[src/rtl/pwm_duty_gen_if.sv]
// Control/status bundle for pwm_duty_gen: run controls and shadow-load inputs,
// plus the registered PWM and timing outputs.
interface pwm_duty_gen_if #(
    parameter int CNT_W = 8
);
    logic             en;
    logic             oneshot;
    logic             load;
    logic [CNT_W-1:0] period_in;
    logic [CNT_W-1:0] duty_in;
    logic             pwm_out;
    logic [CNT_W-1:0] count;
    logic             period_done;
    logic             pending;

    modport master (
        output en, oneshot, load, period_in, duty_in,
        input  pwm_out, count, period_done, pending
    );

    modport slave (
        input  en, oneshot, load, period_in, duty_in,
        output pwm_out, count, period_done, pending
    );
endinterface

[src/rtl/pwm_duty_gen.sv]
// Programmable PWM generator: shadowed period/duty applied at period boundaries,
// continuous or one-shot operation, all outputs registered.
module pwm_duty_gen #(
    parameter int CNT_W      = 8,
    parameter int DEF_PERIOD = 10,
    parameter int DEF_DUTY   = 4
) (
    input  logic           clk,
    input  logic           rst_n,
    pwm_duty_gen_if.slave  bus
);
    typedef enum logic [1:0] {IDLE, RUN, DONE} state_e;

    state_e           state_q;
    logic [CNT_W-1:0] count_q;
    logic [CNT_W-1:0] act_p_q, act_d_q;
    logic [CNT_W-1:0] sh_p_q, sh_d_q;
    logic             pwm_q, done_q, pend_q;

    logic [CNT_W-1:0] act_p_d, act_d_d;
    logic [CNT_W-1:0] last_cnt, cnt_inc;
    logic             wrap;

    // A period of 0 is treated as 1, so its last position is also 0.
    assign last_cnt = (act_p_q == '0) ? '0 : act_p_q - 1'b1;
    assign cnt_inc  = count_q + 1'b1;
    assign wrap     = (state_q == RUN) && bus.en && (count_q == last_cnt);

    // Values governing the next period; a load coinciding with a wrap wins over the older shadow.
    always_comb begin
        act_p_d = act_p_q;
        act_d_d = act_d_q;
        if (state_q == RUN) begin
            if (wrap && bus.load) begin
                act_p_d = bus.period_in;
                act_d_d = bus.duty_in;
            end else if (wrap && pend_q) begin
                act_p_d = sh_p_q;
                act_d_d = sh_d_q;
            end
        end else if (pend_q) begin
            act_p_d = sh_p_q;
            act_d_d = sh_d_q;
        end
    end

    always_ff @(posedge clk or negedge rst_n) begin
        if (!rst_n) begin
            state_q <= IDLE;
            count_q <= '0;
            act_p_q <= CNT_W'(DEF_PERIOD);
            act_d_q <= CNT_W'(DEF_DUTY);
            sh_p_q  <= '0;
            sh_d_q  <= '0;
            pwm_q   <= 1'b0;
            done_q  <= 1'b0;
            pend_q  <= 1'b0;
        end else begin
            done_q  <= 1'b0;
            act_p_q <= act_p_d;
            act_d_q <= act_d_d;
            if (bus.load) begin
                sh_p_q <= bus.period_in;
                sh_d_q <= bus.duty_in;
            end
            unique case (state_q)
                IDLE: begin
                    pend_q <= bus.load;
                    if (bus.en) begin
                        state_q <= RUN;
                        count_q <= '0;
                        pwm_q   <= (act_d_d != '0);
                    end
                end
                RUN: begin
                    if (!bus.en) begin
                        state_q <= IDLE;
                        count_q <= '0;
                        pwm_q   <= 1'b0;
                        if (bus.load) pend_q <= 1'b1;
                    end else if (wrap) begin
                        done_q  <= 1'b1;
                        pend_q  <= 1'b0;
                        count_q <= '0;
                        if (bus.oneshot) begin
                            state_q <= DONE;
                            pwm_q   <= 1'b0;
                        end else begin
                            pwm_q   <= (act_d_d != '0);
                        end
                    end else begin
                        count_q <= cnt_inc;
                        pwm_q   <= (cnt_inc < act_d_q);
                        if (bus.load) pend_q <= 1'b1;
                    end
                end
                DONE: begin
                    pend_q <= bus.load;
                    if (!bus.en) state_q <= IDLE;
                end
                default: state_q <= IDLE;
            endcase
        end
    end

    assign bus.pwm_out     = pwm_q;
    assign bus.count       = count_q;
    assign bus.period_done = done_q;
    assign bus.pending     = pend_q;
endmodule

[src/flat_wrapper.sv]
// flat-port wrapper written by rule: the top's interface ports become plain ports
module pwm_duty_gen_flat 
#(
    parameter int CNT_W      = 8,
    parameter int DEF_PERIOD = 10,
    parameter int DEF_DUTY   = 4
)
  (clk, rst_n, bus_en, bus_oneshot, bus_load, bus_period_in, bus_duty_in, bus_pwm_out, bus_count, bus_period_done, bus_pending);
  pwm_duty_gen_if #(.CNT_W(CNT_W)) bus_i ();
  input  logic clk;
  input  logic rst_n;
  input wire logic [$bits(bus_i.en)-1:0] bus_en;
  input wire logic [$bits(bus_i.oneshot)-1:0] bus_oneshot;
  input wire logic [$bits(bus_i.load)-1:0] bus_load;
  input wire logic [$bits(bus_i.period_in)-1:0] bus_period_in;
  input wire logic [$bits(bus_i.duty_in)-1:0] bus_duty_in;
  output wire logic [$bits(bus_i.pwm_out)-1:0] bus_pwm_out;
  output wire logic [$bits(bus_i.count)-1:0] bus_count;
  output wire logic [$bits(bus_i.period_done)-1:0] bus_period_done;
  output wire logic [$bits(bus_i.pending)-1:0] bus_pending;
  assign bus_i.en = bus_en;
  assign bus_i.oneshot = bus_oneshot;
  assign bus_i.load = bus_load;
  assign bus_i.period_in = bus_period_in;
  assign bus_i.duty_in = bus_duty_in;
  assign bus_pwm_out = bus_i.pwm_out;
  assign bus_count = bus_i.count;
  assign bus_period_done = bus_i.period_done;
  assign bus_pending = bus_i.pending;
  pwm_duty_gen #(.CNT_W(CNT_W), .DEF_PERIOD(DEF_PERIOD), .DEF_DUTY(DEF_DUTY)) u_core (.clk(clk), .rst_n(rst_n), .bus(bus_i));
endmodule
[config.mk]
export PLATFORM = sky130hd
export DESIGN_NAME = pwm_duty_gen_flat
export DESIGN_NICKNAME = d
export VERILOG_FILES = /design/src/rtl/pwm_duty_gen_if.sv /design/src/rtl/pwm_duty_gen.sv /design/src/flat_wrapper.sv
export SDC_FILE = /design/constraint.sdc
export NUM_CORES = 1
export LEC_CHECK = 0
export ABC_AREA = 1
export CORE_MARGIN = 4
export CORE_UTILIZATION = 30
export CTS_BUF_LIST = sky130_fd_sc_hd__clkbuf_16
export DETAILED_ROUTE_END_ITERATION = 8
export PLACE_DENSITY_LB_ADDON = 0.12
export SYNTH_ARGS = -nofsm -noshare
export SYNTH_HDL_FRONTEND = slang
export SYNTH_SLANG_ARGS = --single-unit
[constraint.sdc]
create_clock -name clk -period 3.27 [get_ports clk]
set_input_delay 0.327 -clock clk [delete_from_list [all_inputs] [get_ports clk]]
set_output_delay 0.327 -clock clk [all_outputs]
set_load 0.05 [all_outputs]
-- After elaboration in Yosys (flattened, before gate mapping)
Cells that the tools add are included.
- $add $sub $neg: 2
- $mul: 0
- divide/modulo/power cells: 0
- order comparisons: 1
- equal/unequal tests: 8
- shift operators: 0
- muxes and demuxes: 31
- bitwise operators: 0
- reductions and logical operators: 14
- operators with widths (kind ; number):
    two-way mux 8 bit ; 12
    one-hot mux 8 bit (2 select lines) ; 1
    two-way mux 1 bit ; 10
    two-way mux 2 bit ; 5
    adder 8 x 1 -> 8 bit (second input constant) ; 1
    equality test 8 bit ; 1
    zero test 8 bit ; 1
    < comparator 8 bit ; 1
    nonzero test 8 bit ; 1
    subtractor 8 x 1 -> 8 bit (second input constant) ; 1
    != test 3 bit (second input constant) ; 2
    one-hot mux 2 bit (3 select lines) ; 1
    nonzero test 2 bit ; 3
    logical AND 1 bit ; 4
    != test 2 bit (second input constant) ; 2
    one-hot mux 1 bit (2 select lines) ; 2
    AND reduction 2 bit ; 2
    AND reduction 4 bit ; 1
    != test 3 x 2 -> 1 bit (second input constant) ; 1
    equality test 2 x 1 -> 1 bit (second input constant) ; 1
    equality test 2 bit (second input constant) ; 1
    zero test 2 bit ; 1
    OR reduction 2 bit ; 1
- flip-flop bits (word level): 45
- latch bits: 0
- RAM bits: 0
- memory bits (read-only): 0
- output and inout port bits: 11
- word-level logic and storage cells: 65
- memories: 0

-- Depth between registers and ports, before layout
- word-level depth: 13
- mapped depth: 23
- gate-level depth less buffers: 21

-- Worst setup path before layout
No wires, ideal clock.
- path kind: register to register
- from: reg u_core.count_q[0], in the netlist u_core.bus.count[0]
- to: reg u_core.pwm_q, in the netlist u_core.bus.pwm_out
- setup time: 0.073 ns
- arrival: 2.492 ns
- data required time: 3.197 ns
- setup slack: 0.705 ns
- cell stages (with the launch flop): 14
- cell sequence: dfrtp_1 > inv_1 > nor3_1 > xor2_1 > inv_1 > ha_1 > a21oi_1 > o21ai_0 > a21oi_1 > nor2_1 > o21a_1 > o21ai_0 > a21boi_0 > a21oi_2
- cells in the longest elaborated chain, start to end: 11
- elaborated cells on any way between the ends: 15
- those cells by class: 1 x add/sub; 1 x order compare; 1 x eq/ne; 8 x mux; 4 x reduce/logical
- ends and longest elaborated chain (element ; line ; RTL):
    start, declared ; pwm_duty_gen.sv:15 ; logic [CNT_W-1:0] count_q;
    start signal, assigned ; pwm_duty_gen.sv:92 ; count_q <= cnt_inc;
    parallel branches: the longest is 10 deep, another holds adder 8 x 1 -> 8 bit ; -- ;
    one-hot mux 1 bit (2 select lines) (*) ; pwm_duty_gen.sv:66 ; unique case (state_q)
    end signal, assigned ; pwm_duty_gen.sv:72 ; pwm_q <= (act_d_d != '0);
    end signal, assigned ; pwm_duty_gen.sv:89 ; pwm_q <= (act_d_d != '0);
    end signal, assigned ; pwm_duty_gen.sv:93 ; pwm_q <= (cnt_inc < act_d_q);
    end, declared ; pwm_duty_gen.sv:18 ; logic pwm_q, done_q, pend_q;
Every way passes the cells marked *. The select of a mux whose other input is x is not followed.
A chain may end at the register's enable or synchronous reset.

-- Worst setup path in the final report
- from: reg u_core.act_p_q[0]
- to: reg u_core.pwm_q, in the netlist u_core.bus.pwm_out
- cells in the longest elaborated chain, start to end: 13
- elaborated cells on any way between the ends: 16
- those cells by class: 1 x add/sub; 1 x eq/ne; 9 x mux; 5 x reduce/logical
- ends and longest elaborated chain (element ; line ; RTL):
    start, declared ; pwm_duty_gen.sv:16 ; logic [CNT_W-1:0] act_p_q, act_d_q;
    start signal, assigned ; pwm_duty_gen.sv:51 ; act_p_q <= CNT_W'(DEF_PERIOD);
    start signal, assigned ; pwm_duty_gen.sv:60 ; act_p_q <= act_p_d;
    subtractor 8 x 1 -> 8 bit / zero test 8 bit (equally long branches) ; pwm_duty_gen.sv:25 ; assign last_cnt = (act_p_q == '0) ? '0 : act_p_q - 1'b1;
    two-way mux 8 bit (*) ; pwm_duty_gen.sv:25 ;
    equality test 8 bit (*) ; pwm_duty_gen.sv:27 ; assign wrap = (state_q == RUN) && bus.en && (count_q == last_cnt);
    logical AND 1 bit (*) ; pwm_duty_gen.sv:27 ;
    logical AND 1 bit ; pwm_duty_gen.sv:37 ; end else if (wrap && pend_q) begin
    two-way mux 8 bit ; pwm_duty_gen.sv:37 ;
    two-way mux 8 bit ; pwm_duty_gen.sv:34 ; if (wrap && bus.load) begin
    two-way mux 8 bit ; pwm_duty_gen.sv:33 ; if (state_q == RUN) begin
    nonzero test 8 bit ; pwm_duty_gen.sv:72, pwm_duty_gen.sv:89 ;
    two-way mux 1 bit ; pwm_duty_gen.sv:85 ; if (bus.oneshot) begin
    two-way mux 1 bit ; pwm_duty_gen.sv:81 ; end else if (wrap) begin
    two-way mux 1 bit ; pwm_duty_gen.sv:76 ; if (!bus.en) begin
    one-hot mux 1 bit (2 select lines) (*) ; pwm_duty_gen.sv:66 ;
Every way passes the cells marked *; elsewhere a longest branch is shown, timed or not. The select of a mux whose other input is x is not followed.

==> impl_metrics.toml <==
[logic_synthesis]
post_synth_num_cell_types = 34
syn-num-nets = 458
synth.most_common_cell = "nand2_1"
syn_area_per_cell_sq_um = 7.10
synth_seq_cells = 45
postSynthCellCount = 428
synth_edf_count = 0
synth_common_cells = "nand2_1, inv_1, o21ai_0"
post-synth-top-area-cell = "dfrtp_1"
synth_flop_cell = "dfrtp_1"
async_reset_ff_share_pct = 100
syn_area_sq_um = 3040
synth_warnings = 0
yosys.area.top_type_share_pct = 34.6
yosysSeqAreaShare_pct = 37.2
synthTopCellsByArea = "dfrtp_1, nand2_1, inv_1"

[clock_network]
root_buffer = "clkbuf_16"
cts_tree = "done"
cts_resized = 0
worstSkewPairLatency_ns = 0.29
htreeDepth = 2
cts_buffer_depth = 2
clk_pin_slew_ns = 0.06
numCtsBuffers = 5
ctsHoldBuffers = 0
cts_setup_buffers = 0
cts.sinks = 45

[layout]
syn_to_final_growth_pct = 19.2
nNetsFinal = 489
fin_area_sq_um = 3620
diodes = 0
drive_gt1_share_pct = 8.48

[route]
vias = 2810
antenna_left = 0
detail_route.wl_per_cell_um = 13.7
drc = 0
routed_wirelength_mm = 8.10
via_per_inst = 4.74
dr.pass1.iters = 4
drt_iter0_drc = 117

[setup_path]
worstPathRequired_ns = 3.48
crit_arrival_ns = 3.16
critPathBufInv = 2
worstPathMaxFanout = 15
worst-setup-path-type = "reg -> reg"
critPathLaunchType = "register"
crit_path_end_kind = "register"
path_common_cell = "nand2_1"
cp_slowest_cell = "dfrtp_1"
crit_family = "simple AND/OR/NAND/NOR gates"
crit_chain = "inv_1, ha_1, nand2_2, nor2_4, nand2_4, nand2_1, nand2_1, nand2_1, nand3_1, nor2_4, nand4_4, inv_1, nand2_1, o21ai_0, nor2_1, nand2_1, nor2_1, nand2_1, nand2_1, a21oi_2"
critPathMaxStageDelay_ns = 0.38

[power]
ir_drop_mv = 0.262
power-per-cell-area_nw_per_um2 = 793
leakage_nw = 1.84

[die]
start_util_pct = 31.0
die_y_um = 109
core_area_sq_um = 9820
io_pins = 32
die_area_sq_um = 11800
die_w_um = 109
rows = 36

[timing]
tightest_slew_ns = 1.08
finalSetupViolations = 0
post-route-period-util_pct = 90.0
hold_viol_final = 0
slew_viol_final = 0
period_minus_slack_ns = 2.94
fmax_ghz = 0.340
rsz0062_at_grt = "false"
slew_headroom_pct = 28.2
skew_ns = 0.00766
tns_ns = 0

[global_routing]
grt_pass1_wl_mm = 13.7
grt_max_degree = 46
grt_pass1_vias = 2696
antenna_found_initial = 0
track_usage_pct = 14.7
globalRouteOverflowTotal = 0

[place]
gp_congestion = 0.855
dp_hpwl_mm = 6.16
place_area_sq_um = 3490
port_buffers = 31

[outcome]
status = "completed"

[job]
cap_viol_max_count = 0

[hold_path]
hold_path_class = "in -> async"
-- per-stage QoR --
| stage | setup WS [ns] | util (%) | instances | hold slack (ns) | total power, mW |
|---|---|---|---|---|---|
| floorplan | 0.705 | - | 428 | 0.0314 | 1.99 |
| global placement | 0.373 | 35.5 | 585 | 0.478 | 2.40 |
| detailed placement | 0.345 | 35.5 | 585 | 0.478 | 2.40 |
| CTS | 0.317 | 36.9 | 593 | 0.295 | 2.90 |
| global route | 0.0565 | 36.9 | 593 | 0.346 | 3.15 |
| finish | 0.328 | 36.9 | 593 | 0.247 | 2.88 |
-- cell type report --
class,instances,area [sq um]
clock buffers,5,125
clock inverters,3,12.5
fillers,1072,6190
inverters,72,270
multi-input cells,299,1580
flip-flops and latches,45,1130
well taps,133,166
repair buffers,36,343
-- power by group --
group          leakage, nW  switching [mW]  internal [mW]
logic                 1.21            1.06          0.510
registers            0.558           0.105          0.708
clock network       0.0687           0.213          0.277
-- layer usage --
layer  part of all wire (%)  GRT usage, %  vias to the layer above
met4                    1.0          3.79                        0
met3                    3.8          2.49                        6
met2                     46          23.9                       51
met1                     49          20.5                     1311
li1                       -             -                     1442
met5                      0             0                        -
-- logic make-up (layout without fill, tap and decap cells) --
group	count (synthesis)	after routing	synth area share, %
simple gates	213	213	33.3
buf+inv	84	116	10.9
compound gates	70	70	12.9
flops	45	45	37.2
fa+ha+maj	9	9	3.70
xor+xnor	7	7	2.02
-- registers in the layout, indices dropped and copies added (netlist names) --
name	cells
u_core.act_d_q	8
u_core.act_p_q	8
u_core.bus.count	8
u_core.sh_d_q	8
u_core.sh_p_q	8
u_core.state_q	2
u_core.bus.pending	1
u_core.bus.period_done	1
u_core.bus.pwm_out	1
-- worst paths after layout --
| kind | from | endpoint | slack (ns) | cells after the start |
|---|---|---|---|---|
| min | rst_n | u_core.sh_p_q[3] | 0.25 | 1 |
| max reg2reg | u_core.act_p_q[0] | u_core.bus.pwm_out | 0.33 | 20 |
| max | u_core.act_p_q[0] | u_core.bus.pwm_out | 0.33 | 20 |
| max in group asynchronous | rst_n | u_core.state_q[1] | 2.37 | 1 |
| min reg2reg | u_core.sh_d_q[3] | u_core.sh_d_q[3] | 0.49 | 2 |
| min in group clk | u_core.sh_d_q[3] | u_core.sh_d_q[3] | 0.49 | 2 |
-- worst register-to-register path, stage by stage (launching register included) --
cell and delay [ns]:
dfrtp_1 0.38, inv_1 0.18, ha_1 0.29, nand2_2 0.09, nor2_4 0.14, nand2_4 0.13
nand2_1 0.08, nand2_1 0.05, nand2_1 0.07, nand3_1 0.11, nor2_4 0.26, nand4_4 0.28
inv_1 0.21, nand2_1 0.06, o21ai_0 0.09, nor2_1 0.09, nand2_1 0.07, nor2_1 0.05
nand2_1 0.06, nand2_1 0.06, a21oi_2 0.12
-- cells in the final DEF (no fill, tap or decap), types with 2 or more instances in the layout --
master             n
o21ai_0           45
dfrtp_1           42
nor3_1             4
dfstp_2            3
clkbuf_16          5
inv_1             68
inv_2              3
nand4_1           12
nor2_4             2
nand2_1          102
clkdlybuf4s50_1   30
ha_1               9
nor2_2             5
nand3_2            2
nand3_1           41
nand2_2            4
clkinv_1           3
nand4_4            2
o211ai_1           8
nor2_1            35
xor2_1             7
a21oi_1           11
buf_4              5
Power figures use the tool's default switching activity.
